$ cat src/rtl/chebyshev_poly_eval_if.sv
// Sample, result and coefficient-write signals of chebyshev_poly_eval.
// The master side is the producer/consumer; the slave side is the evaluator.
interface chebyshev_poly_eval_if #(
    parameter int WORD_LENGTH  = 16,
    parameter int COEFF_LENGTH = 16,
    parameter int DEGREE       = 2
);
    localparam int ADDR_W = ($clog2(DEGREE + 1) > 1) ? $clog2(DEGREE + 1) : 1;

    logic                    in_valid;
    logic                    in_ready;
    logic [WORD_LENGTH-1:0]  data_in;
    logic                    mode_in;
    logic                    coeff_wr_en;
    logic [ADDR_W-1:0]       coeff_wr_addr;
    logic [COEFF_LENGTH-1:0] coeff_wr_data;
    logic                    coeff_wr_ignored;
    logic                    out_valid;
    logic                    out_ready;
    logic [COEFF_LENGTH-1:0] data_out;
    logic                    ovf_out;

    modport master (
        output in_valid, data_in, mode_in, coeff_wr_en, coeff_wr_addr, coeff_wr_data, out_ready,
        input  in_ready, coeff_wr_ignored, out_valid, data_out, ovf_out
    );

    modport slave (
        input  in_valid, data_in, mode_in, coeff_wr_en, coeff_wr_addr, coeff_wr_data, out_ready,
        output in_ready, coeff_wr_ignored, out_valid, data_out, ovf_out
    );
endinterface

$ cat src/rtl/chebyshev_poly_eval.sv
// Sequential fixed-point polynomial evaluator: Horner (power series) or Clenshaw
// (Chebyshev series), one multiply-add step per MUL/ADD state pair.
module chebyshev_poly_eval #(
    parameter int WORD_LENGTH  = 16,
    parameter int COEFF_LENGTH = 16,
    parameter int COEFF_FRAC   = 12,
    parameter int DEGREE       = 2,
    parameter int WIDENING     = 2
) (
    input  logic                 clock,
    input  logic                 resetn,
    chebyshev_poly_eval_if.slave bus
);
    localparam int ADDR_W     = ($clog2(DEGREE + 1) > 1) ? $clog2(DEGREE + 1) : 1;
    localparam int ACC_LENGTH = COEFF_LENGTH + WIDENING;
    localparam int PROD_W     = ACC_LENGTH + WORD_LENGTH;
    localparam int SUM_W      = PROD_W + 2;

    // Rounding constants 2^(S-1) for S = WORD_LENGTH-1 and S = WORD_LENGTH-2.
    localparam logic signed [SUM_W-1:0] HALF_X1 =
        {{(SUM_W - WORD_LENGTH + 1){1'b0}}, 1'b1, {(WORD_LENGTH - 2){1'b0}}};
    localparam logic signed [SUM_W-1:0] HALF_X2 =
        {{(SUM_W - WORD_LENGTH + 2){1'b0}}, 1'b1, {(WORD_LENGTH - 3){1'b0}}};

    localparam logic [ACC_LENGTH-1:0]   ACC_MAX   = {1'b0, {(ACC_LENGTH - 1){1'b1}}};
    localparam logic [ACC_LENGTH-1:0]   ACC_MIN   = {1'b1, {(ACC_LENGTH - 1){1'b0}}};
    localparam logic [COEFF_LENGTH-1:0] COEFF_MAX = {1'b0, {(COEFF_LENGTH - 1){1'b1}}};
    localparam logic [COEFF_LENGTH-1:0] COEFF_MIN = {1'b1, {(COEFF_LENGTH - 1){1'b0}}};

    if (DEGREE < 1 || WORD_LENGTH < 3 || COEFF_FRAC >= COEFF_LENGTH) begin : g_bad_params
        $error("chebyshev_poly_eval: unsupported parameter combination");
    end

    typedef enum logic [1:0] {StIdle, StMul, StAdd, StDone} state_e;

    state_e                         r_state;
    state_e                         w_state_next;
    logic                           w_in_ready;
    logic                           w_out_valid;
    logic                           w_accept;

    logic signed [WORD_LENGTH-1:0]  r_x;
    logic                           r_mode;
    logic [ADDR_W-1:0]              r_k;
    logic signed [ACC_LENGTH-1:0]   r_acc;
    logic signed [ACC_LENGTH-1:0]   r_b2;
    logic signed [PROD_W-1:0]       r_prod;
    logic                           r_ovf;
    logic [COEFF_LENGTH-1:0]        r_data_out;
    logic                           r_ovf_out;
    logic                           r_wr_ignored;
    logic signed [COEFF_LENGTH-1:0] r_coef [DEGREE+1];

    logic                           w_wr_ok;
    logic signed [PROD_W-1:0]       w_acc_ext;
    logic signed [PROD_W-1:0]       w_x_ext;
    logic signed [SUM_W-1:0]        w_prod_ext;
    logic signed [SUM_W-1:0]        w_rnd_x1;
    logic signed [SUM_W-1:0]        w_rnd_x2;
    logic                           w_dbl;
    logic signed [COEFF_LENGTH-1:0] w_coef_sel;
    logic signed [SUM_W-1:0]        w_coef_ext;
    logic signed [SUM_W-1:0]        w_b2_ext;
    logic signed [SUM_W-1:0]        w_sum;
    logic [SUM_W-ACC_LENGTH:0]      w_sum_hi;
    logic                           w_acc_sat;
    logic [ACC_LENGTH-1:0]          w_acc_next;
    logic [ACC_LENGTH-COEFF_LENGTH:0] w_out_hi;
    logic                           w_out_sat;
    logic [COEFF_LENGTH-1:0]        w_out_val;

    // ---------------------------------------------------------------- FSM
    always_ff @(posedge clock or negedge resetn) begin
        if (!resetn) begin
            r_state <= StIdle;
        end else begin
            r_state <= w_state_next;
        end
    end

    always_comb begin
        w_state_next = r_state;
        w_in_ready   = 1'b0;
        w_out_valid  = 1'b0;
        unique case (r_state)
            StIdle: begin
                w_in_ready = 1'b1;
                if (bus.in_valid) begin
                    w_state_next = StMul;
                end
            end
            StMul: w_state_next = StAdd;
            StAdd: w_state_next = (r_k == '0) ? StDone : StMul;
            StDone: begin
                w_out_valid = 1'b1;
                if (bus.out_ready) begin
                    w_state_next = StIdle;
                end
            end
            default: w_state_next = StIdle;
        endcase
    end

    assign w_accept = w_in_ready & bus.in_valid;

    // ----------------------------------------------------------- datapath
    assign w_acc_ext  = {{WORD_LENGTH{r_acc[ACC_LENGTH-1]}}, r_acc};
    assign w_x_ext    = {{ACC_LENGTH{r_x[WORD_LENGTH-1]}}, r_x};
    assign w_prod_ext = {{2{r_prod[PROD_W-1]}}, r_prod};
    assign w_rnd_x1   = (w_prod_ext + HALF_X1) >>> (WORD_LENGTH - 1);
    assign w_rnd_x2   = (w_prod_ext + HALF_X2) >>> (WORD_LENGTH - 2);
    // Clenshaw inner steps use 2*x*b1, folded into one less bit of shift.
    assign w_dbl      = r_mode && (r_k != '0);

    assign w_coef_sel = r_coef[r_k];
    assign w_coef_ext = {{(SUM_W - COEFF_LENGTH){w_coef_sel[COEFF_LENGTH-1]}}, w_coef_sel};
    assign w_b2_ext   = r_mode ? {{(SUM_W - ACC_LENGTH){r_b2[ACC_LENGTH-1]}}, r_b2} : '0;
    assign w_sum      = (w_dbl ? w_rnd_x2 : w_rnd_x1) + w_coef_ext - w_b2_ext;

    assign w_sum_hi   = w_sum[SUM_W-1:ACC_LENGTH-1];
    assign w_acc_sat  = !((&w_sum_hi) || !(|w_sum_hi));
    assign w_acc_next = w_acc_sat ? (w_sum[SUM_W-1] ? ACC_MIN : ACC_MAX)
                                  : w_sum[ACC_LENGTH-1:0];

    assign w_out_hi   = w_acc_next[ACC_LENGTH-1:COEFF_LENGTH-1];
    assign w_out_sat  = !((&w_out_hi) || !(|w_out_hi));
    assign w_out_val  = w_out_sat ? (w_acc_next[ACC_LENGTH-1] ? COEFF_MIN : COEFF_MAX)
                                  : w_acc_next[COEFF_LENGTH-1:0];

    always_ff @(posedge clock or negedge resetn) begin
        if (!resetn) begin
            r_x        <= '0;
            r_mode     <= 1'b0;
            r_k        <= '0;
            r_acc      <= '0;
            r_b2       <= '0;
            r_prod     <= '0;
            r_ovf      <= 1'b0;
            r_data_out <= '0;
            r_ovf_out  <= 1'b0;
        end else begin
            if (w_accept) begin
                r_x    <= bus.data_in;
                r_mode <= bus.mode_in;
                r_acc  <= '0;
                r_b2   <= '0;
                r_k    <= ADDR_W'(DEGREE);
                r_ovf  <= 1'b0;
            end
            if (r_state == StMul) begin
                r_prod <= w_acc_ext * w_x_ext;
            end
            if (r_state == StAdd) begin
                r_b2  <= r_acc;
                r_acc <= w_acc_next;
                r_ovf <= r_ovf | w_acc_sat;
                if (r_k == '0) begin
                    // Result is registered on the way into DONE so it is stable there.
                    r_data_out <= w_out_val;
                    r_ovf_out  <= r_ovf | w_acc_sat | w_out_sat;
                end else begin
                    r_k <= r_k - ADDR_W'(1);
                end
            end
        end
    end

    // ---------------------------------------------------- coefficient file
    assign w_wr_ok = bus.coeff_wr_en && (r_state == StIdle) &&
                     (bus.coeff_wr_addr <= ADDR_W'(DEGREE));

    always_ff @(posedge clock or negedge resetn) begin
        if (!resetn) begin
            for (int i = 0; i <= DEGREE; i++) begin
                r_coef[i] <= '0;
            end
            r_wr_ignored <= 1'b0;
        end else begin
            if (w_wr_ok) begin
                r_coef[bus.coeff_wr_addr] <= bus.coeff_wr_data;
            end
            r_wr_ignored <= bus.coeff_wr_en && !w_wr_ok;
        end
    end

    assign bus.in_ready         = w_in_ready;
    assign bus.out_valid        = w_out_valid;
    assign bus.data_out         = r_data_out;
    assign bus.ovf_out          = r_ovf_out;
    assign bus.coeff_wr_ignored = r_wr_ignored;
endmodule

$ cat src/flat_wrapper.sv
// flat-port wrapper written by rule: the top's interface ports become plain ports
module chebyshev_poly_eval_flat 
#(
    parameter int WORD_LENGTH  = 16,
    parameter int COEFF_LENGTH = 16,
    parameter int COEFF_FRAC   = 12,
    parameter int DEGREE       = 2,
    parameter int WIDENING     = 2
)
  (clock, resetn, bus_in_valid, bus_data_in, bus_mode_in, bus_coeff_wr_en, bus_coeff_wr_addr, bus_coeff_wr_data, bus_out_ready, bus_in_ready, bus_coeff_wr_ignored, bus_out_valid, bus_data_out, bus_ovf_out);
  chebyshev_poly_eval_if #(.WORD_LENGTH(WORD_LENGTH), .COEFF_LENGTH(COEFF_LENGTH), .DEGREE(DEGREE)) bus_i ();
  input  logic clock;
  input  logic resetn;
  input wire logic [$bits(bus_i.in_valid)-1:0] bus_in_valid;
  input wire logic [$bits(bus_i.data_in)-1:0] bus_data_in;
  input wire logic [$bits(bus_i.mode_in)-1:0] bus_mode_in;
  input wire logic [$bits(bus_i.coeff_wr_en)-1:0] bus_coeff_wr_en;
  input wire logic [$bits(bus_i.coeff_wr_addr)-1:0] bus_coeff_wr_addr;
  input wire logic [$bits(bus_i.coeff_wr_data)-1:0] bus_coeff_wr_data;
  input wire logic [$bits(bus_i.out_ready)-1:0] bus_out_ready;
  output wire logic [$bits(bus_i.in_ready)-1:0] bus_in_ready;
  output wire logic [$bits(bus_i.coeff_wr_ignored)-1:0] bus_coeff_wr_ignored;
  output wire logic [$bits(bus_i.out_valid)-1:0] bus_out_valid;
  output wire logic [$bits(bus_i.data_out)-1:0] bus_data_out;
  output wire logic [$bits(bus_i.ovf_out)-1:0] bus_ovf_out;
  assign bus_i.in_valid = bus_in_valid;
  assign bus_i.data_in = bus_data_in;
  assign bus_i.mode_in = bus_mode_in;
  assign bus_i.coeff_wr_en = bus_coeff_wr_en;
  assign bus_i.coeff_wr_addr = bus_coeff_wr_addr;
  assign bus_i.coeff_wr_data = bus_coeff_wr_data;
  assign bus_i.out_ready = bus_out_ready;
  assign bus_in_ready = bus_i.in_ready;
  assign bus_coeff_wr_ignored = bus_i.coeff_wr_ignored;
  assign bus_out_valid = bus_i.out_valid;
  assign bus_data_out = bus_i.data_out;
  assign bus_ovf_out = bus_i.ovf_out;
  chebyshev_poly_eval #(.WORD_LENGTH(WORD_LENGTH), .COEFF_LENGTH(COEFF_LENGTH), .COEFF_FRAC(COEFF_FRAC), .DEGREE(DEGREE), .WIDENING(WIDENING)) u_core (.clock(clock), .resetn(resetn), .bus(bus_i));
endmodule
$ cat config.mk
export PLATFORM = sky130hd
export DESIGN_NAME = chebyshev_poly_eval_flat
export DESIGN_NICKNAME = d
export VERILOG_FILES = /design/src/rtl/chebyshev_poly_eval_if.sv /design/src/rtl/chebyshev_poly_eval.sv /design/src/flat_wrapper.sv
export SDC_FILE = /design/constraint.sdc
export NUM_CORES = 1
export LEC_CHECK = 0
export CORE_ASPECT_RATIO = 1.4
export CORE_MARGIN = 4
export CORE_UTILIZATION = 35
export DETAILED_ROUTE_END_ITERATION = 10
export SYNTH_ARGS = -nofsm -noshare
export SYNTH_HDL_FRONTEND = slang
export SYNTH_SLANG_ARGS = --single-unit
$ cat constraint.sdc
create_clock -name clock -period 6.8 [get_ports clock]
set_input_delay 0.68 -clock clock [delete_from_list [all_inputs] [get_ports clock]]
set_output_delay 0.68 -clock clock [all_outputs]
set_load 0.02 [all_outputs]
==> results.yml, run 1 <==
synth:
  yosysWarnings: 0
  yosysTopAreaCellShare_pct: 32.8
  syn-cell-area_um2: 18900
  synth-seq-cells: 145
  synth_area_per_cell_um2: 9.31
  syn_nets: 2490
  yosysTopAreaCell: "fa_1"
  synthCells: 2032
  async_flop_share_pct: 100
  ys_seq_area_share_pct: 19.2
  synth_area_leaders: "fa_1, dfrtp_1, ha_1"
  synth-main-ff-cell: "dfrtp_1"
  synth-edff-count: 0
  yosysUniqueCellTypes: 70
timing:
  fmax_ghz: 0.154
  maxSlewViolCount: 0
  rsz0062_at_grt: "false"
  setup_ws_ps: 302
  tightest_slew_ps: 1040
  setup_violations: 0
  finalSetupTns_ps: 0
  finalCritPeriodShare_pct: 95.6
  hold_viol: 0
  max_slew_margin_pct: 30.9
  fin_crit_ps: 6500
  skew_ps: 19.2
global_route:
  grt_pass1_vias: 15300
  grt_pass1_wl_um: 82000
  grt_max_degree: 76
  antenna_found_initial: 0
  grt-ovfl-total: 0
  grt_usage_pct: 17.7
route:
  drc: 0
  ant_nets: 0
  drtIter0Drc: 742
  avgViaCountPerCell: 5.05
  wl_per_cell_um: 17.8
  drt-pass1-iter-count: 6
  routed_wl_um: 49400
  vias: 14000
setup_path:
  crit_type: "flip-flop to flip-flop"
  slowest_delay_ps: 720
  end_kind: "flip-flop"
  critical-path-slowest-cell: "dfrtp_1"
  path_cells: "nor2_1 > fa_1 > fa_1 > fa_1 > fa_1 > fa_1 > inv_1 > fa_1 > inv_1 > ha_1 > nand2_1 > nor3_1 > a221o_1 > nor3_1 > a31o_2 > a21oi_1 > o31ai_1 > nor2b_1 > mux2_2"
  rr_startpoint: "u_core.r_acc[6]"
  required_ps: 7120
  critPathTopFamily: "adder cells"
  reg2reg_slack_ps: 300
  crit_start: "u_core.r_acc[6]"
  cp_common_cell: "fa_1"
  r2r-end: "u_core.r_prod[32]"
  critPathLaunchType: "flip-flop"
  worstPathMaxFanout: 13
  cp.arrival_ps: 6820
  cp_num_buf_inv: 2
  r2r_cells: 19
placement:
  dp_hpwl_um: 40600
  pre_cts_slack_ps: 176
  io_buffer_count: 59
  gp_congestion: 0.896
clock_network:
  cts_inserted_buffers: 17
  path_clk_slew_ps: 70
  cts.sinks: 145
  root_buffer: "clkbuf_16"
  cts.path.max_buffers: 2
  cts_tree: "built"
  h-tree-depth: 4
  clkLatencyLatePin_ps: 450
  post-cts-setup-buffer-count: 0
die:
  dieArea_um2: 57900
  chipHeight_um: 283
  die_w_um: 204
  num_rows: 100
  initial_core_util_pct: 35.5
  coreArea_um2: 53300
  ioPinCount: 60
run:
  cap_violations: 0
final_layout:
  drive_gt1_share_pct: 9.05
  area_delta_synth_final_pct: 10.9
  antenna_cells: 0
  nNetsFinal: 2511
  final_util_pct: 39.4
hold_path:
  min_path_type: "primary input to async pin"
run_status:
  status: "finished, final reports clean"
==> per-stage QoR <==
stage | cell area [um2] | instances | hold WS (ps)
global placement | 20400 | 2748 | 487
global route | 21000 | 2780 | 310
detailed placement | 20400 | 2748 | 491
CTS | 21000 | 2780 | 276
finish | 21000 | 2780 | 261
floorplan | 18900 | 2032 | 384
==> kinds of logic after synthesis <==
logic type	synth area share (%)
compound gates	10.2
buf+inv	9.28
mux	3.94
simple gates	14.8
flops	19.2
xor+xnor	2.69
fa+ha+maj	40.0
==> sequential cells by signal (all words and copies together), names as in the netlist <==
signal / flops
u_core.bus.coeff_wr_ignored: 1
u_core.bus.data_out: 16
u_core.bus.ovf_out: 1
u_core.r_acc: 18
u_core.r_b2: 18
u_core.r_coef: 48
u_core.r_k: 2
u_core.r_mode: 1
u_core.r_ovf: 1
u_core.r_prod: 21
u_core.r_state: 2
u_core.r_x: 16
==> cell usage in the layout, fill, tap and decap left out, types with 36 or more instances in the layout <==
| cell | instances |
|---|---|
| clkdlybuf4s50_1 | 58 |
| a21oi_1 | 62 |
| nand2_1 | 335 |
| nor2_1 | 62 |
| buf_4 | 49 |
| inv_1 | 356 |
| ha_1 | 108 |
| dfrtp_1 | 129 |
| and2_1 | 114 |
| o21ai_0 | 65 |
| mux2_2 | 50 |
| xnor2_1 | 36 |
| fa_1 | 309 |
==> repair_timing <==
| item | CTS | global route |
|---|---|---|
| setup endpoints to repair | 0 | 6 |
| gates resized for setup | 0 | 17 |
| hold buffers | 0 | 0 |
| endpoints found under the hold margin | 0 | 0 |
==> routing by layer <==
| metal | track usage [%] | vias up | share of wire [%] |
|---|---|---|---|
| met5 | 0 | - | 0 |
| met4 | 6.77 | 0 | 4.0 |
| met3 | 1.94 | 99 | 3.2 |
| met2 | 33.0 | 329 | 55 |
| met1 | 20.7 | 7186 | 38 |
| li1 | - | 6414 | - |
==> worst reg2reg max path, stage by stage, from the launching register on <==
cell and delay (ps):
dfrtp_1 720, nor2_1 170, fa_1 550, fa_1 540
fa_1 530, fa_1 540, fa_1 550, inv_1 60
fa_1 540, inv_1 50, ha_1 330, nand2_1 110
nor3_1 310, a221o_1 250, nor3_1 60, a31o_2 270
a21oi_1 240, o31ai_1 160, nor2b_1 150, mux2_2 260
==> synth_stat cells, drive strengths merged, types with 2 or more instances <==
cell and instances:
o21bai 5, a221oi 3, o211ai 4, o21a 5
nand2b 17, nand2 336, and2 114, o21ai 73
o41ai 4, buf 11, nand4 12, o31ai 5
a221o 17, nor2b 7, nor3 17, a31oi 5
a21boi 3, o22ai 3, o221a 3, xor2 22
or3 2, a211oi 25, o22a 2, and4 2
a22o 19, ha 108, nand3 22, or2 4
a21o 14, nor2 63, o311ai 3, and3 8
mux2i 17, a2111oi 3, inv 356, mux2 51
fa 310, xnor2 36, dfrtp 145, clkbuf 95
nor4 2, a21oi 66
==> cell type report <==
type	instances	area (um2)
Clock inverter	15	168
Fill cell	5334	32300
Clock buffer	17	425
Inverter	356	1340
Timing Repair Buffer	108	960
Sequential cell	145	3650
Multi-Input combinational cell	1425	13500
Tap cell	714	893
==> how the worst max path moves through the flow <==
stage / to / slack [ps] / depth (start not counted)
3_5_place_dp: u_core.r_prod[32] / 180 / 22
6_report: u_core.r_prod[32] / 300 / 19
5_1_grt: u_core.r_prod[33] / 10 / 22
2_1_floorplan: u_core.r_prod[32] / 450 / 22
4_1_cts: u_core.r_prod[32] / 130 / 22
3_3_place_gp: u_core.r_prod[33] / 250 / 22
Power of run 1 is not shown: default switching activity piles up to over one toggle a cycle in this logic, so the estimate is an artifact.
==> run 2: changes to the inputs <==
Settings changed: ABC_AREA set to 1, CAP_MARGIN set to 20, CORE_UTILIZATION 35 to 40.
==> results.yml, run 2 <==
run_status:
  status: "finished, final reports clean"
final_layout:
  drive_gt1_share_pct: 5.01
  largestRegisters: "u_core.r_coef: 48 flops, u_core.r_prod: 21 flops"
  mostFrequentLayoutCell: "nand2_1"
  regMostFlops: "u_core.r_coef"
  largest_register_ffs: 48
  nNetsFinal: 3102
  area_delta_synth_final_pct: 9.82
  antenna_cells: 0
  layout_common_cells: "nand2_1, inv_1, fa_1"
route:
  drc: 0
  routed_wl_um: 57400
  wl_per_cell_um: 17.4
  vias: 16400
  avgViaCountPerCell: 4.98
  drt-pass1-iter-count: 5
  ant_nets: 0
  drtIter0Drc: 1110
setup_path:
  cp.arrival_ps: 6870
  critPathLaunchType: "flip-flop"
  required_ps: 7140
  reg2reg_slack_ps: 270
  crit_end: "u_core.r_prod[27]"
  crit_start: "u_core.r_acc[7]"
  r2r-end: "u_core.r_prod[27]"
  crit_type: "flip-flop to flip-flop"
  worstPathMaxFanout: 9
  rr_startpoint: "u_core.r_acc[7]"
  end_kind: "flip-flop"
  r2r_cells: 23
die:
  coreArea_um2: 49200
  initial_core_util_pct: 40.6
  num_rows: 96
  die_w_um: 197
  ioPinCount: 60
  chipHeight_um: 272
  dieArea_um2: 53600
synth:
  synth-seq-cells: 145
  syn-cell-area_um2: 20000
  yosysTopAreaCell: "fa_1"
  synth-main-ff-cell: "dfrtp_1"
  synth_area_leaders: "fa_1, dfrtp_1, nand2_1"
  syn_nets: 3080
  yosysMostFrequentCell: "nand2_1"
  synthCells: 2622
  yosysWarnings: 0
  synth-edff-count: 0
  yosysTopAreaCellShare_pct: 31.1
  synth_area_per_cell_um2: 7.62
  ys_seq_area_share_pct: 18.2
  yosysUniqueCellTypes: 49
  yosys-top-cells-count: "nand2_1, inv_1, fa_1, o21ai_0, dfrtp_1"
  async_flop_share_pct: 100
clock_network:
  path_clk_slew_ps: 70
  cts_inserted_buffers: 17
  root_buffer: "clkbuf_16"
  h-tree-depth: 4
  clkLatencyLatePin_ps: 450
  ctsHoldBuffers: 0
  cts.path.max_buffers: 2
  cts.sinks: 145
  cts_tree: "built"
global_route:
  grt_pass1_vias: 17600
  grt_max_degree: 82
  antenna_found_initial: 0
  grt_pass1_wl_um: 94100
  grt-ovfl-total: 0
  grt_usage_pct: 22.2
timing:
  maxSlewViolCount: 0
  finalSetupTns_ps: 0
  hold_viol: 0
  fin_crit_ps: 6530
  skew_ps: 14.9
  fmax_ghz: 0.153
  setup_violations: 0
  tightest_slew_ps: 1010
  finalCritPeriodShare_pct: 96.0
  rsz0062_at_grt: "false"
  max_slew_margin_pct: 32.4
placement:
  gp_congestion: 0.956
  dp_hpwl_um: 47900
  io_buffer_count: 59
run:
  cap_violations: 0
hold_path:
  min_path_type: "primary input to async pin"
run 2: cells by family after synthesis:
| logic type | count (synthesis) | synth area share, % |
|---|---|---|
| xor gates and xnor gates | 48 | 2.10 |
| DFF | 145 | 18.2 |
| adders and majority gates | 418 | 37.8 |
| and+or+nand+nor | 987 | 19.8 |
| buffers and inverters | 721 | 13.7 |
| AOI/OAI and AO/OA | 303 | 8.40 |
run 2: layer usage:
layer / routed length (um) / up-vias / track usage (%)
met3: 1770 / 118 / 2.15
met5: 0 / - / 0
met4: 2310 / 0 / 8.18
met1: 22300 / 8093 / 26.1
li1: - / 7796 / -
met2: 31000 / 403 / 41.5
run 2: worst max-delay path, cell delays in order, from the launching register on:
cell and delay [ps]:
dfrtp_1 650, buf_4 290, nand2_1 100, fa_1 550
inv_1 50, fa_1 490, inv_1 50, fa_1 530
inv_1 50, fa_1 490, inv_1 60, fa_1 490
inv_1 50, fa_1 440, ha_1 370, a21oi_1 240
nand2_1 90, a21oi_1 120, nand2_1 210, a21oi_1 420
o21ai_0 200, or2_2 310, nand3_1 70, nand2_1 60
run 2: worst min-delay path by stage:
stage / end / startpoint / cells past startpoint
2_1_floorplan: u_core.bus.coeff_wr_ignored / resetn / 0
4_1_cts: u_core.r_coef[1] / resetn / 1
3_3_place_gp: u_core.r_coef[3] / u_core.r_coef[3] / 2
3_5_place_dp: u_core.r_coef[10] / u_core.r_coef[10] / 2
5_1_grt: u_core.r_coef[18] / resetn / 1
6_report: u_core.r_coef[1] / resetn / 1
run 2: metrics by stage:
stage                     setup slack [ps]  area, um2  util (%)  std cells  hold slack [ps]
after detailed placement               149      21400      43.4       3262              473
after global routing                  30.1      21900      44.6       3294              328
after global placement                75.1      21300      43.3       3261              466
after CTS                              130      21900      44.6       3294              296
final                                  271      21900      44.6       3294              272
after floorplan                        569      20000         -       2622              384
run 2: layout make-up:
cell class,instances,area [um2]
clock inverters,15,164
clock buffers,17,425
well taps,637,797
repair buffers,113,1010
flip-flops and latches,145,3630
fillers,5076,27300
multi-input cells,1756,13600
inverters,611,2290
run 2: what timing repair did:
item | 4_1_cts | 5_1_grt
endpoints found under the setup margin | 0 | 4
buffers inserted | 0 | 0
hold endpoints to repair | 0 | 0
resized for setup | 0 | 3
Power of run 2 is left out for the same reason.
